<file path="src/rtl/mul_operand_prep_stage_if.sv">
// mul_operand_prep_stage_if: producer/consumer handshake and data bundle for the operand-prep stage
interface mul_operand_prep_stage_if;
  logic flush, in_valid, in_ready, out_valid, out_ready;
  logic [31:0] operand_a, operand_b, mag_a, mag_b;
  logic [1:0] opcode, precision, opcode_out, precision_out;
  logic [3:0] sign_signal_a, sign_signal_b;
  modport slave (
    input  flush, in_valid, operand_a, operand_b, opcode, precision, out_ready,
    output in_ready, out_valid, mag_a, mag_b, sign_signal_a, sign_signal_b, opcode_out, precision_out
  );
  modport master (
    output flush, in_valid, operand_a, operand_b, opcode, precision, out_ready,
    input  in_ready, out_valid, mag_a, mag_b, sign_signal_a, sign_signal_b, opcode_out, precision_out
  );
endinterface

</file>
<file path="src/rtl/mul_operand_prep_stage.sv">
// mul_operand_prep_stage: per-element sign/magnitude prep ahead of the Vedic array, behind a 2-entry skid buffer
module mul_operand_prep_stage #(
  parameter int DATA_W = 32
) (
  input logic clk,
  input logic rst_n,
  mul_operand_prep_stage_if.slave bus
);
  typedef enum logic [1:0] {EMPTY, ONE, FULL} state_t;
  typedef struct packed {
    logic [1:0] opc;
    logic [1:0] prec;
    logic [3:0] sb;
    logic [3:0] sa;
    logic [DATA_W-1:0] mb;
    logic [DATA_W-1:0] ma;
  } beat_t;
  // Returns {slice signs, magnitude}; carries never cross element boundaries.
  function automatic logic [35:0] prep(input logic [31:0] x, input logic s, input logic [1:0] p);
    logic [31:0] m;
    logic [3:0] g;
    m = x;
    g = '0;
    if (p == 2'b10) begin
      g = {4{s & x[31]}};
      m = g[0] ? -x : x;
    end else if (p == 2'b01) begin
      for (int i = 0; i < 2; i++) begin
        g[2*i]   = s & x[16*i+15];
        g[2*i+1] = g[2*i];
        m[16*i +: 16] = g[2*i] ? -x[16*i +: 16] : x[16*i +: 16];
      end
    end else begin
      for (int i = 0; i < 4; i++) begin
        g[i] = s & x[8*i+7];
        m[8*i +: 8] = g[i] ? -x[8*i +: 8] : x[8*i +: 8];
      end
    end
    return {g, m};
  endfunction
  state_t state_q, state_d;
  beat_t main_q, main_d, skid_q, skid_d, beat_in;
  logic in_ready_q, in_ready_d, out_valid, acc, pop;
  logic [35:0] pa, pb;
  always_comb begin
    pa = prep(bus.operand_a, bus.opcode != 2'b10, bus.precision);
    pb = prep(bus.operand_b, !bus.opcode[1], bus.precision);
    beat_in = {bus.opcode, bus.precision, pb[35:32], pa[35:32], pb[31:0], pa[31:0]};
  end
  always_ff @(posedge clk or negedge rst_n) begin
    if (!rst_n) begin
      state_q    <= EMPTY;
      in_ready_q <= 1'b1;
      main_q     <= '0;
      skid_q     <= '0;
    end else begin
      state_q    <= state_d;
      in_ready_q <= in_ready_d;
      main_q     <= main_d;
      skid_q     <= skid_d;
    end
  end
  always_comb begin
    out_valid = state_q != EMPTY;
    acc = bus.in_valid & in_ready_q;
    pop = out_valid & bus.out_ready;
    state_d = state_q;
    case (state_q)
      EMPTY:   state_d = acc ? ONE : EMPTY;
      ONE:     state_d = (acc & !pop) ? FULL : (pop & !acc) ? EMPTY : ONE;
      FULL:    state_d = pop ? ONE : FULL;
      default: state_d = EMPTY;
    endcase
    state_d = bus.flush ? EMPTY : state_d;
    in_ready_d = state_d != FULL;
    // In FULL in_ready is low, so acc only ever loads from EMPTY or ONE.
    main_d = (acc & (state_q == EMPTY | pop)) ? beat_in : (state_q == FULL & pop) ? skid_q : main_q;
    skid_d = (acc & state_q == ONE & !pop) ? beat_in : skid_q;
  end
  always_comb begin
    bus.out_valid     = out_valid;
    bus.in_ready      = in_ready_q;
    bus.mag_a         = main_q.ma;
    bus.mag_b         = main_q.mb;
    bus.sign_signal_a = main_q.sa;
    bus.sign_signal_b = main_q.sb;
    bus.opcode_out    = main_q.opc;
    bus.precision_out = main_q.prec;
  end
endmodule

</file>
<file path="src/flat_wrapper.sv">
// flat-port wrapper written by rule: the top's interface ports become plain ports
module mul_operand_prep_stage_flat 
#(
  parameter int DATA_W = 32
)
  (clk, rst_n, bus_flush, bus_in_valid, bus_operand_a, bus_operand_b, bus_opcode, bus_precision, bus_out_ready, bus_in_ready, bus_out_valid, bus_mag_a, bus_mag_b, bus_sign_signal_a, bus_sign_signal_b, bus_opcode_out, bus_precision_out);
  mul_operand_prep_stage_if bus_i ();
  input logic clk;
  input logic rst_n;
  input wire logic [$bits(bus_i.flush)-1:0] bus_flush;
  input wire logic [$bits(bus_i.in_valid)-1:0] bus_in_valid;
  input wire logic [$bits(bus_i.operand_a)-1:0] bus_operand_a;
  input wire logic [$bits(bus_i.operand_b)-1:0] bus_operand_b;
  input wire logic [$bits(bus_i.opcode)-1:0] bus_opcode;
  input wire logic [$bits(bus_i.precision)-1:0] bus_precision;
  input wire logic [$bits(bus_i.out_ready)-1:0] bus_out_ready;
  output wire logic [$bits(bus_i.in_ready)-1:0] bus_in_ready;
  output wire logic [$bits(bus_i.out_valid)-1:0] bus_out_valid;
  output wire logic [$bits(bus_i.mag_a)-1:0] bus_mag_a;
  output wire logic [$bits(bus_i.mag_b)-1:0] bus_mag_b;
  output wire logic [$bits(bus_i.sign_signal_a)-1:0] bus_sign_signal_a;
  output wire logic [$bits(bus_i.sign_signal_b)-1:0] bus_sign_signal_b;
  output wire logic [$bits(bus_i.opcode_out)-1:0] bus_opcode_out;
  output wire logic [$bits(bus_i.precision_out)-1:0] bus_precision_out;
  assign bus_i.flush = bus_flush;
  assign bus_i.in_valid = bus_in_valid;
  assign bus_i.operand_a = bus_operand_a;
  assign bus_i.operand_b = bus_operand_b;
  assign bus_i.opcode = bus_opcode;
  assign bus_i.precision = bus_precision;
  assign bus_i.out_ready = bus_out_ready;
  assign bus_in_ready = bus_i.in_ready;
  assign bus_out_valid = bus_i.out_valid;
  assign bus_mag_a = bus_i.mag_a;
  assign bus_mag_b = bus_i.mag_b;
  assign bus_sign_signal_a = bus_i.sign_signal_a;
  assign bus_sign_signal_b = bus_i.sign_signal_b;
  assign bus_opcode_out = bus_i.opcode_out;
  assign bus_precision_out = bus_i.precision_out;
  mul_operand_prep_stage #(.DATA_W(DATA_W)) u_core (.clk(clk), .rst_n(rst_n), .bus(bus_i));
endmodule
</file>
<file path="config.mk">
export PLATFORM = sky130hd
export DESIGN_NAME = mul_operand_prep_stage_flat
export DESIGN_NICKNAME = d
export VERILOG_FILES = /design/src/rtl/mul_operand_prep_stage_if.sv /design/src/rtl/mul_operand_prep_stage.sv /design/src/flat_wrapper.sv
export SDC_FILE = /design/constraint.sdc
export NUM_CORES = 1
export LEC_CHECK = 0
export BUFFER_PORTS_ARGS = -buffer_cell sky130_fd_sc_hd__buf_2
export CAP_MARGIN = 20
export CORE_AREA = 2 2 157 159
export DETAILED_ROUTE_END_ITERATION = 7
export DIE_AREA = 0 0 159 161
export GPL_ROUTABILITY_DRIVEN = 1
export SYNTH_ARGS = -nofsm -noshare
export SYNTH_HDL_FRONTEND = slang
export SYNTH_SLANG_ARGS = --single-unit
</file>
<file path="constraint.sdc">
create_clock -name clk -period 3.31 [get_ports clk]
set_clock_uncertainty 0.2 [all_clocks]
set_input_delay 0.993 -clock clk [delete_from_list [all_inputs] [get_ports clk]]
set_output_delay 0.993 -clock clk [all_outputs]
set_load 0.1 [all_outputs]
</file>
==> out/results.tsv <==
stage	metric	value	unit
outcome	result of the run	finished clean	
power	total power after layout	0.00704	W
synthesis	Distinct cells, synth	77	
cts	cts hold-fix bufs	0	
timing	Rel. slew slack	0.600	
synthesis	EDFF count, synth	0	
timing	Final Hold Viols	0	
layout	relative area change from synthesis to final layout	21.0	%
layout	net count of the finished layout	1273	
timing	Fmax achieved	0.351	GHz
drt	routed via count	8048	
placed_design	Post-Place Worst Slack	27.4	ps
power	Switching Fraction	0.433	
drt	DR pass1 iterations	5	
floorplanning	horizontal die dimension	159	µm
floorplanning	initial core utilization	0.383	
synthesis	Area contributors post-synth	dfrtp_1, mux2_2, nand2_1	
placed_design	HPWL after detailed placement	19500	µm
setup_path	CP startpoint kind	input pin	
layout	most common cell after layout, fill and taps aside	nand2_1	
cts	level count of the clock H-tree	4	
global_route	pin count of the biggest net entering global routing	63	
placed_design	routability congestion estimate from global placement	0.918	
cts	clock-pin transition on the worst setup and hold timing paths	70	ps
setup_path	Critical Path RT	3420	ps
floorplanning	Total Die Area	25600	µm²
power	P_sw	0.00304	W
power	worst vdd ir	0.000370	V
global_route	antenna violations before repair	4	
setup_path	cell breakdown of the critical path	buf_2 -> inv_1 -> ha_1 -> or3b_2 -> nor4_4 -> nor2_1 -> a21oi_1 -> xor2_1 -> o21ai_1	
drt	post-detailed-route DRC marker count	0	
cts	total clock buffers created by CTS	17	
power	portion of total power attributed to sequential cells	0.364	
global_route	combined global-route utilization of all metal layers	0.211	
setup_path	slowest cell on the critical path	or3b_2	
cts	root cell of the clock tree	clkbuf_16	
cts	count of buffers added by post-CTS timing repair for setup	0	
power	internal portion of total power	0.00399	W
synthesis	syn nets	1121	
timing	RSZ-0062 raised after global routing	false	
setup_path	peak fanout along the critical path	5	
layout	proportion of layout cells with a drive suffix above 1	0.273	
power	leak pwr	5.11	nW
drt	average vias per placed instance	5.25	
cts	CTS Sinks	155	
placed_design	count of port buffers added during placement	150	
timing	final count of pins violating max slew	0	
setup_path	CP arrival	2960	ps
floorplanning	I/O pin count	151	
synthesis	Mapped Area	9170	µm²
global_route	global-route congestion overflow total	0	
drt	Antenna Violating Nets Remaining	0	
setup_path	Critical Path End Type	flop	
synthesis	fraction of synthesized cell area taken by the top area cell type	0.420	
timing	final period demand of the worst path	2850	ps
synthesis	number of synthesis warnings	0	
timing	total setup violations reported at the end of the flow	0	
layout	commonest non-fill, non-tap cells in the layout	nand2_1, dfrtp_1, buf_2, o21ai_0, mux2_2	
floorplanning	Site Rows	57	
setup_path	CP max stage delay	510	ps
timing	transition time of the tightest slew-check pin	599	ps
floorplanning	area inside the core boundary	24000	µm²
power	Comb power frac	0.364	
run	number of max-cap violations	0	
synthesis	register bit total from synthesis	155	
timing	final worst hold slack	277	ps
layout	Final Util	0.463	
synthesis	ys async rst share	1.00	
global_route	number of global-route vias before repair	7801	
synthesis	post-synthesis average cell area	8.82	µm²
synthesis	most instantiated flip-flop cell in the synthesis netlist	dfrtp_1	
synthesis	sequential share of the synthesized area	0.423	
drt	Detailed Route WL	26800	µm
power	clock network fraction of total power	0.273	
cts	TritonCTS clock tree	built	
synthesis	post-synthesis cell count	1040	
timing	part of the cycle the worst path needs	0.861	
layout	total of fill cells in the finished design	2399	
timing	Setup WS post-layout	461	ps
power	areal power density over the cells	634	nW/µm²
synthesis	cell taking the most area after synthesis	dfrtp_1	
global_route	wire length of the first global-routing pass	42900	µm
setup_path	critical path start-end classification	in -> reg	
cts	cells resized by post-CTS repair	0	
drt	routed wire length per instance	17.5	µm
cts	number of buffers between clock root and the deepest sink	2	
floorplanning	vertical die dimension	161	µm
hold_path	path class of the lowest-slack min-delay path	reg -> reg	
timing	sum of negative setup slack	0	ps
cts	clock latency on the worst-skew pair	420	ps
drt	Initial DRC Count	553	
[layout make-up]
cell class / instances / area [µm²] / share of cell area
flip-flops and latches: 155 / 3880 / 0.350
multi-input cells: 793 / 4940 / 0.445
inverters: 24 / 90.1 / 0.00812
clock buffers: 18 / 429 / 0.0387
clock inverters: 14 / 134 / 0.0121
diodes: 4 / 10.0 / 0.000902
well taps: 324 / 405 / 0.0365
repair buffers: 201 / 1210 / 0.109
[final timing paths]
check | start | end | slack, ps | cells past startpoint
worst max-delay path | bus_operand_a[0] | u_core.bus.mag_a[26] | 460 | 9
worst min-delay path | u_core.skid_q[2] | u_core.skid_q[2] | 280 | 2
worst max register to register | u_core.bus.in_ready | u_core.skid_q[53] | 1410 | 5
worst min register to register | u_core.skid_q[2] | u_core.skid_q[2] | 280 | 2
max in group asynchronous | rst_n | u_core.skid_q[40] | 1910 | 2
min in group asynchronous | rst_n | u_core.skid_q[21] | 320 | 1
[registers in the layout, summed over array words and instances, names as in the netlist, 2 cells and up]
name / flops
u_core.state_q: 2
u_core.skid_q: 76
u_core.bus.mag_a: 32
u_core.bus.opcode_out: 2
u_core.bus.sign_signal_a: 4
u_core.bus.sign_signal_b: 4
u_core.bus.mag_b: 32
u_core.bus.precision_out: 2
[cells by family after synthesis]
kind of cell | Yosys count | share of synthesized area
AOI/OAI and AO/OA | 295 | 0.188
DFF | 155 | 0.423
xor gates and xnor gates | 49 | 0.0468
buffers and inverters | 92 | 0.0402
muxes | 86 | 0.103
adders and majority gates | 8 | 0.0109
and+or+nand+nor | 355 | 0.188
[power by group through the flow]
stage | registers, W | clock network, W | logic [W]
3_5_place_dp | 0.00260 | 0 | 0.00257
3_3_place_gp | 0.00259 | 0 | 0.00254
2_1_floorplan | 0.00374 | 0 | 0.000805
6_report | 0.00256 | 0.00192 | 0.00256
4_1_cts | 0.00256 | 0.00196 | 0.00257
5_1_grt | 0.00262 | 0.00204 | 0.00275
[synthesized netlist by cell type (5+ instances only)]
cell and count:
a21o_1 9, a21oi_1 53, a22oi_1 5, a31oi_1 15, and2_1 6, buf_2 13
clkbuf_1 51, dfrtp_1 154, ha_1 8, inv_1 24, mux2_2 64, mux2i_1 22
nand2_1 181, nand2b_1 10, nand3_1 13, nor2_1 60, nor2b_1 7, nor3_1 15
nor4_1 9, o21ai_0 119, o21ai_1 38, o22ai_1 7, o31ai_1 6, or3_1 8
xnor2_1 36, xor2_1 13
[critical path, delay by kind of cell]
family	cells	cell delay (ps)
and+or+nand+nor	3	1120
buffers and inverters	2	190
adders and majority gates	1	160
xor gates and xnor gates	1	230
AOI/OAI and AO/OA	2	270
[per-stage QoR]
stage	std cells	area (µm²)
6_report	1533	11100
5_1_grt	1533	11100
4_1_cts	1529	11100
3_5_place_dp	1497	10500
3_3_place_gp	1497	10500
2_1_floorplan	1040	9170
[per-layer routing]
metal	vias to the layer above	part of all wire	track usage	wire length (µm)
met1	3841	0.48	0.299	12700
li1	3982	-	-	-
met3	20	0.049	0.0370	1320
met4	0	0.012	0.0579	321
met5	-	0	0	0
met2	205	0.46	0.334	12400
No activity file was read; power rests on OpenSTA's default activity.
